$ cat src/rtl/modulo_entrada.sv
// modulo_entrada: input-side responder for the IN instruction.
// Synchronizes and debounces the enter key, captures the switch bank once per
// press into a one-entry buffer, and hands it to the control unit as a
// one-cycle pronto pulse with a 32-bit extended word.
//
// Ports:
//   clk        system clock, rising edge
//   rst        synchronous active-high reset
//   chave      raw enter key (async, active-high)
//   dadosIN    raw 8-bit switch bank (async)
//   req        control unit waiting for IN data
//   dados      last delivered word, stable between deliveries
//   pronto     one-cycle pulse, dados valid in the same cycle
//   aguardando req high while the buffer is empty (combinational)
//   perdido    sticky overrun flag
module modulo_entrada #(
  parameter int unsigned DEBOUNCE_CYCLES = 4,
  parameter bit          SIGN_EXT        = 1'b0
) (
  input  logic        clk,
  input  logic        rst,
  input  logic        chave,
  input  logic [7:0]  dadosIN,
  input  logic        req,
  output logic [31:0] dados,
  output logic        pronto,
  output logic        aguardando,
  output logic        perdido
);

  localparam int unsigned BYTE_W = 8;
  localparam int unsigned WORD_W = 32;
  localparam int unsigned EXT_W  = WORD_W - BYTE_W;
  localparam int unsigned CNT_W  = 8;
  localparam logic [CNT_W-1:0] CNT_MAX = CNT_W'(DEBOUNCE_CYCLES);

  typedef enum logic [1:0] {
    OCIOSO,
    CONFIRMA,
    PRESSIONADO,
    SOLTA
  } estado_t;

  logic              k_s1_q, k_s1_d, k_s_q, k_s_d;
  logic [BYTE_W-1:0] d_s1_q, d_s1_d, d_s_q, d_s_d;
  estado_t           estado_q, estado_d;
  logic [CNT_W-1:0]  cnt_q, cnt_d;
  logic [BYTE_W-1:0] buf_q, buf_d;
  logic              buf_valid_q, buf_valid_d;
  logic [WORD_W-1:0] dados_q, dados_d;
  logic              pronto_q, pronto_d;
  logic              perdido_q, perdido_d;
  logic              captura;
  logic              entrega;
  logic [WORD_W-1:0] estendido;

  // Two-flop synchronizers for the key and the switch bank
  always_comb begin
    k_s1_d = chave;
    k_s_d  = k_s1_q;
    d_s1_d = dadosIN;
    d_s_d  = d_s1_q;
  end

  // Debounce FSM: a press is accepted after DEBOUNCE_CYCLES+1 stable high
  // samples, and re-armed only after the same number of stable low samples
  always_comb begin
    estado_d = estado_q;
    cnt_d    = cnt_q;
    captura  = 1'b0;
    case (estado_q)
      OCIOSO: begin
        if (k_s_q) begin
          estado_d = CONFIRMA;
          cnt_d    = CNT_W'(1);
        end
      end
      CONFIRMA: begin
        if (!k_s_q) begin
          estado_d = OCIOSO;
          cnt_d    = '0;
        end else if (cnt_q >= CNT_MAX) begin
          captura  = 1'b1;
          estado_d = PRESSIONADO;
          cnt_d    = '0;
        end else begin
          cnt_d = cnt_q + CNT_W'(1);
        end
      end
      PRESSIONADO: begin
        if (!k_s_q) begin
          estado_d = SOLTA;
          cnt_d    = CNT_W'(1);
        end
      end
      SOLTA: begin
        if (k_s_q) begin
          estado_d = PRESSIONADO;
          cnt_d    = '0;
        end else if (cnt_q >= CNT_MAX) begin
          estado_d = OCIOSO;
          cnt_d    = '0;
        end else begin
          cnt_d = cnt_q + CNT_W'(1);
        end
      end
      default: begin
        estado_d = OCIOSO;
        cnt_d    = '0;
      end
    endcase
  end

  // Buffer and delivery: a capture coinciding with a delivery refills the
  // buffer behind the outgoing byte without counting as an overrun
  always_comb begin
    entrega     = req & buf_valid_q;
    estendido   = SIGN_EXT ? {{EXT_W{buf_q[BYTE_W-1]}}, buf_q}
                           : {{EXT_W{1'b0}}, buf_q};
    pronto_d    = entrega;
    dados_d     = entrega ? estendido : dados_q;
    buf_d       = captura ? d_s_q : buf_q;
    buf_valid_d = captura | (buf_valid_q & ~entrega);
    perdido_d   = perdido_q | (captura & buf_valid_q & ~entrega);
  end

  always_ff @(posedge clk) begin
    if (rst) begin
      k_s1_q      <= 1'b0;
      k_s_q       <= 1'b0;
      d_s1_q      <= '0;
      d_s_q       <= '0;
      estado_q    <= OCIOSO;
      cnt_q       <= '0;
      buf_q       <= '0;
      buf_valid_q <= 1'b0;
      dados_q     <= '0;
      pronto_q    <= 1'b0;
      perdido_q   <= 1'b0;
    end else begin
      k_s1_q      <= k_s1_d;
      k_s_q       <= k_s_d;
      d_s1_q      <= d_s1_d;
      d_s_q       <= d_s_d;
      estado_q    <= estado_d;
      cnt_q       <= cnt_d;
      buf_q       <= buf_d;
      buf_valid_q <= buf_valid_d;
      dados_q     <= dados_d;
      pronto_q    <= pronto_d;
      perdido_q   <= perdido_d;
    end
  end

  assign dados      = dados_q;
  assign pronto     = pronto_q;
  assign perdido    = perdido_q;
  assign aguardando = req & ~buf_valid_q;

endmodule

$ cat config.mk
export PLATFORM = sky130hd
export DESIGN_NAME = modulo_entrada
export DESIGN_NICKNAME = d
export VERILOG_FILES = /design/src/rtl/modulo_entrada.sv
export SDC_FILE = /design/constraint.sdc
export NUM_CORES = 1
export LEC_CHECK = 0
export CORE_ASPECT_RATIO = 0.6
export CORE_MARGIN = 2
export CORE_UTILIZATION = 39
export CTS_CLUSTER_SIZE = 14
export DETAILED_ROUTE_END_ITERATION = 6
export GPL_TIMING_DRIVEN = 0
export PLACE_DENSITY = 0.66
export SLEW_MARGIN = 40
export SYNTH_ARGS = -nofsm -noshare
export SYNTH_HDL_FRONTEND = slang
export SYNTH_SLANG_ARGS = --single-unit
export TNS_END_PERCENT = 100
$ cat constraint.sdc
create_clock -name clk -period 1.5 [get_ports clk]
set_input_delay 0.375 -clock clk [delete_from_list [all_inputs] [get_ports clk]]
set_output_delay 0.375 -clock clk [all_outputs]
set_load 0.005 [all_outputs]
==> results of run 1 <==
## sequential cells by signal, indices dropped and copies added, names as in the netlist, named ones only
| register | cells |
|---|---|
| k_s1_q | 1 |
| pronto | 1 |
| k_s_q | 1 |
| estado_q | 1 |
| buf_q | 8 |
| perdido | 1 |
| buf_valid_q | 1 |
| dados | 8 |
| cnt_q | 8 |
| d_s1_q | 8 |
| d_s_q | 8 |
## cell families after synthesis
kind of cell               count (synthesis)  share of synthesized area, %
buffers and inverters                     36                         12.90
xor gates and xnor gates                   1                        0.4828
other                                      1                        0.2067
AOI/OAI and AO/OA                         18                         5.724
and+or+nand+nor                           77                         22.48
DFF                                       47                         51.86
muxes                                      9                         4.966
adders and majority gates                  2                         1.379
## worst max-delay path: cells and delay by family, from the launching register on
kind | cells | cell delay, ns
buf+inv | 1 | 0.24
simple gates | 1 | 0.12
flops | 1 | 0.38
## metal layers
metal  routed length (um)  up-vias  global-route usage, %
met3                  180        4                  4.966
met1                 1598      489                  18.17
met2                 1161       28                  16.07
li1                     -      666                      -
met4                   34        0                  4.478
met5                    0        -                      0
## final timing paths
check | from | end | slack, ns | cells past startpoint
hold / removal | req | dados[0]$_SDFFE_PP0P_ | 0.42 | 3
hold reg to reg | d_s1_q[3]$_SDFF_PP0_ | d_s_q[3]$_SDFF_PP0_ | 0.44 | 1
setup reg to reg | cnt_q[6]$_SDFFE_PP0P_ | perdido$_SDFF_PP0_ | 0.09 | 4
setup / recovery | buf_valid_q$_SDFF_PP0_ | aguardando | 0.09 | 2
## report_power, final
group	total [W]	leakage [nW]	switching, W	internal [W]
Combinational	0.000152	0.590	0.0000661	0.0000857
Sequential	0.00128	0.387	0.00000696	0.00127
Clock	0.00108	0.0654	0.000409	0.000666
## cell type report
class / instances / area, sq um / share of cell area, %
timing repair buffer: 22 / 212.7 / 9.096
clock inverter: 2 / 60.06 / 2.568
sequential: 47 / 952.2 / 40.72
clock buffer: 6 / 72.57 / 3.103
inverter: 3 / 11.26 / 0.4815
multi-input combinational: 131 / 733.2 / 31.35
buffer: 31 / 217.7 / 9.310
tap: 63 / 78.83 / 3.371
## layout by cell type, fill, tap and decap left out, types with 3 or more instances in the layout
| master | count |
|---|---|
| dfxtp_1 | 40 |
| nand2_1 | 30 |
| buf_4 | 24 |
| conb_1 | 24 |
| nor2b_1 | 19 |
| a21oi_1 | 13 |
| clkdlybuf4s50_1 | 10 |
| nand3_1 | 9 |
| mux2i_1 | 9 |
| dlygate4sd2_1 | 8 |
| dfxtp_2 | 6 |
| clkbuf_8 | 5 |
| nor2_1 | 4 |
| clkbuf_1 | 4 |
| inv_1 | 3 |
| and2_1 | 3 |
| dlymetal6s2s_1 | 3 |
## repair_timing
| item | 4_1_cts | 5_1_grt |
|---|---|---|
| gates resized for setup | 22 | 6 |
| hold buffers | 0 | 0 |
| setup endpoints to repair | 12 | 15 |
## metrics by stage
step / area (sq um) / worst slack, ns / std cells
4_1_cts: 2322 / 0.003298 / 305
3_3_place_gp: 2200 / -0.7477 / 299
2_1_floorplan: 1901 / 0.2593 / 214
5_1_grt: 2338 / 0.01517 / 305
3_5_place_dp: 2200 / -0.7566 / 299
6_report: 2338 / 0.08691 / 305
==> metrics.cfg, run 1 <==
[floorplan]
dieHeight_um=56.83
die-area_sq_mm=0.005231
num_rows=19
die_w_um=92.05
ioPinCount=47
starting_utilization_of_the_core_area_pct=40.17
core_area_sq_mm=0.004517

[cts]
clk_root_buf=clkbuf_8
clock_tree.htree_level_count=2
tritoncts.num_buffers=5
worstSkewPairLatency_ns=0.30
cts_num_sinks=47
path_clk_slew_ns=0.08
tritoncts_clock_tree=built
cts_setup_buffers=0
max-clock-path-buffers=2

[timing]
finalSetupTns_ns=0
report.final.hold_viol_count=0
max-slew-margin-rel_pct=63.70
maxClockFrequency_ghz=0.7077
rsz0062_at_grt=false
hold_ws_ns=0.4234
final_setup_violating_endpoints=0
fin_skew_ns=0.004312
post-route-period-util_pct=94.21
slew_at_the_pin_closest_to_its_max_slew_limit_ns=0.5425
final_period_minus_worst_setup_slack_ns=1.413
drv_slew=0

[setup_path]
endpoint_kind=output pin
startpoint_type=flop
critical_path.slowest_cell=dfxtp_4
cpPeakStageDelay_ns=0.38
critical_path.cell_chain=nor2b_1 -> dlygate4sd2_1
cp_data_required_time_ns=1.12
crit_fanout=11
timing.critical_path.arrival_ns=1.04
worstSetupPathType=flop to output pin

[placed_design]
io_buffer_count=22
dpl.hpwl_um=2136
gpl.final_weighted_congestion=0.7576

[global_route]
grt_max_degree=15
grt_first_pass_wirelength_um=4892
antenna_found_initial=0
globalRouteOverflowTotal=0
grt_pass1_vias=1028
grt_util_all_layers_pct=12.40

[detailed_routing]
drt.antenna.violating_nets=0
firstDrtPassIters=4
routed_via_density=3.892
number_of_remaining_drc_errors=0
routed-via-count=1187
detail_route.wirelength_um=2975
initialDrtViolationCount=25
routedWlPerCell_um=9.754

[synthesis]
syn-instance-count=191
synth-async-reset-ratio_pct=0
syn_area_cell_sq_um=9.499
synth_cell_type_count=32
ys_ff_latch=47
yosysSeqAreaShare_pct=51.86
synth-warning-count=0
post-synth-top-count-cell=dfxtp_1
synth_largest_area_cell=dfxtp_1
syn_area_sq_mm=0.001814
synth.top_cells.by_area=dfxtp_1 (52%), buf_4 (9.9%), nor2b_1 (6.6%)
netlist.area_leader.share_pct=51.86
synthTopCellsByCount=dfxtp_1 (47), nand2_1 (30), buf_4 (24), nor2b_1 (19), a21oi_1 (13)
synth_edf_count=0
synth-main-ff-cell=dfxtp_1

[finish]
syn2layout_area_growth_pct=28.90
diodes=0
post-route-util_pct=51.77
final_layout_size_suffix_gt1_share_pct=20.66
fillCellCount=442
final_nets=255

[pwr]
total_power_w=0.002503
p_per_area_mw_per_mm2=1070
peakVddDrop_mv=0.5129
standby_leakage_power_nw=1.042

[worst_hold_path]
hold_path.class=input port to flop

[job]
maxCapViolations=0

[outcome]
run_status=complete, no violations

Power figures use the tool's default switching activity.
==> run 2, diff against run 1 <==
--- a/config.mk
+++ b/config.mk
@@ -11,7 +11,8 @@
 export CTS_CLUSTER_SIZE = 14
 export DETAILED_ROUTE_END_ITERATION = 6
 export GPL_TIMING_DRIVEN = 0
-export PLACE_DENSITY = 0.66
+export PLACE_DENSITY = 0.73
+export REMOVE_ABC_BUFFERS = 1
 export SLEW_MARGIN = 40
 export SYNTH_ARGS = -nofsm -noshare
 export SYNTH_HDL_FRONTEND = slang
==> run 2 against run 1 <==
Core utilization is 4.9 points lower; global-route usage is 1.3 points lower; setup slack gained 0.0054 ns; fmax grew 0.38%; register-to-register slack hardly changed; combinational power decreased by 34%; flip-flop and latch count is the same; largest cell class unchanged.
==> metrics.cfg, run 2 (same netlist as run 1, synthesis figures left out) <==
[outcome]
run_status=complete, no violations

[setup_path]
crit_fanout=9
critical_path.slowest_cell=nor4_4
endpoint_kind=flop
cpPeakStageDelay_ns=0.52
worstSetupPathType=flop to flop
startpoint_type=flop
critical_path.cell_chain=nor4_4 -> a21oi_4 -> a22o_1
timing.critical_path.arrival_ns=1.60
cp_data_required_time_ns=1.69

[timing]
fin_skew_ns=0.005463
rsz0062_at_grt=false
post-route-period-util_pct=93.85
report.final.hold_viol_count=0
max-slew-margin-rel_pct=61.23
maxClockFrequency_ghz=0.7104
finalSetupTns_ns=0
final_period_minus_worst_setup_slack_ns=1.408
drv_slew=0
final_setup_violating_endpoints=0
slew_at_the_pin_closest_to_its_max_slew_limit_ns=0.5796

[placed_design]
dpl.hpwl_um=1907
gpl.final_weighted_congestion=0.7490
io_buffer_count=22

[detailed_routing]
routed_via_density=4.137
number_of_remaining_drc_errors=0
firstDrtPassIters=4
detail_route.wirelength_um=2800
routed-via-count=1146
drt.antenna.violating_nets=0
initialDrtViolationCount=50
routedWlPerCell_um=10.11

[floorplan]
starting_utilization_of_the_core_area_pct=40.17
dieHeight_um=56.83
die-area_sq_mm=0.005231
core_area_sq_mm=0.004517
die_w_um=92.05
ioPinCount=47
num_rows=19

[pwr]
total_power_w=0.002292
p_per_area_mw_per_mm2=1083
peakVddDrop_mv=0.4953
standby_leakage_power_nw=0.8586

[global_route]
grt_max_degree=35
grt_first_pass_wirelength_um=4436
globalRouteOverflowTotal=0
grt_util_all_layers_pct=11.09
antenna_found_initial=0
grt_pass1_vias=958

[cts]
tritoncts_clock_tree=built
max-clock-path-buffers=2
clock_tree.htree_level_count=2
path_clk_slew_ns=0.09
clk_root_buf=clkbuf_8
cts_num_sinks=47
tritoncts.num_buffers=5
worstSkewPairLatency_ns=0.30

[worst_hold_path]
hold_path.class=input port to flop

[finish]
syn2layout_area_growth_pct=16.62
diodes=0
fillCellCount=435
final_common_cell=dfxtp_1
final_layout_size_suffix_gt1_share_pct=12.15
most-common-layout-cells=dfxtp_1 (41), nand2_1 (30), conb_1 (24)
final_nets=227

[job]
maxCapViolations=0

## run 2: cell count changes in the layout (fill, tap and decap cells not counted), moves of 2 or more
cell            before  now
dlygate4sd2_1        8   10
clkbuf_2             2    0
dlymetal6s2s_1       3    1
buf_4               24    2
clkbuf_1             4    0
clkinvlp_4           0    2
## run 2: path summary, 6_finish.rpt
path,from,to,slack [ns],cells after the start
min reg2reg,d_s1_q[5]$_SDFF_PP0_,d_s_q[5]$_SDFF_PP0_,0.44,1
max,cnt_q[6]$_SDFFE_PP0P_,perdido$_SDFF_PP0_,0.09,3
min,req,dados[3]$_SDFFE_PP0P_,0.42,3
max reg2reg,cnt_q[6]$_SDFFE_PP0P_,perdido$_SDFF_PP0_,0.09,3
## run 2: through the flow
step           worst slack (ns)  utilization (%)  std cells  instance area (sq um)  hold slack [ns]
6_report                0.09228            46.84        277                   2116           0.4175
4_1_cts                0.009594            46.48        276                   2100           0.4152
3_3_place_gp             -1.284            43.77        266                   1977           0.4203
2_1_floorplan            0.2447                -        181                   1678           0.4138
3_5_place_dp            -0.5873            43.66        266                   1972           0.4204
5_1_grt                 0.01502            46.84        277                   2116           0.4239
## run 2: timing repair
| item | 4_1_cts | 5_1_grt |
|---|---|---|
| pin swaps | 0 | 0 |
| hold buffers | 0 | 0 |
| setup buffers | 2 | 0 |
| gates cloned | 0 | 1 |
| setup endpoints to repair | 11 | 13 |
| resized for setup | 23 | 4 |
## run 2: where the power goes
group	switching [W]	internal (W)	total (W)
clock	0.000419	0.000496	0.000915
combinational	0.0000570	0.0000427	0.0000997
sequential	0.00000813	0.00127	0.00128
## run 2: critical path, delay by kind of cell, from the launching register on
kind | cells | cell delay (ns)
AO/OA/AOI/OAI | 2 | 0.44
flip-flops | 1 | 0.34
AND/OR/NAND/NOR | 1 | 0.52
## run 2: per-layer routing
| layer | part of all wire, % | GRT usage (%) | vias up |
|---|---|---|---|
| met5 | 0 | 0 | - |
| met1 | 52 | 15.58 | 504 |
| met2 | 42 | 15.23 | 24 |
| li1 | - | - | 611 |
| met3 | 4.3 | 3.758 | 7 |
| met4 | 1.6 | 5.117 | 0 |
## run 2: cell type report
cell class / count / area, sq um / area share [%]
clock buffer: 5 / 68.82 / 3.253
clock inverter: 3 / 43.79 / 2.070
inverter: 3 / 15.01 / 0.7096
multi-input combinational: 131 / 733.2 / 34.65
sequential: 47 / 950.9 / 44.94
tap: 63 / 78.83 / 3.726
timing repair buffer: 24 / 217.7 / 10.29
timing repair inverter: 1 / 7.507 / 0.3548
==> run 3, diff against run 2 <==
--- a/config.mk
+++ b/config.mk
@@ -13,6 +13,7 @@
 export GPL_TIMING_DRIVEN = 0
 export PLACE_DENSITY = 0.73
 export REMOVE_ABC_BUFFERS = 1
+export SKIP_LAST_GASP = 1
 export SLEW_MARGIN = 40
 export SYNTH_ARGS = -nofsm -noshare
 export SYNTH_HDL_FRONTEND = slang
==> results of run 3 <==
The final DEF is identical to that of run 2; final timing and power are the same.
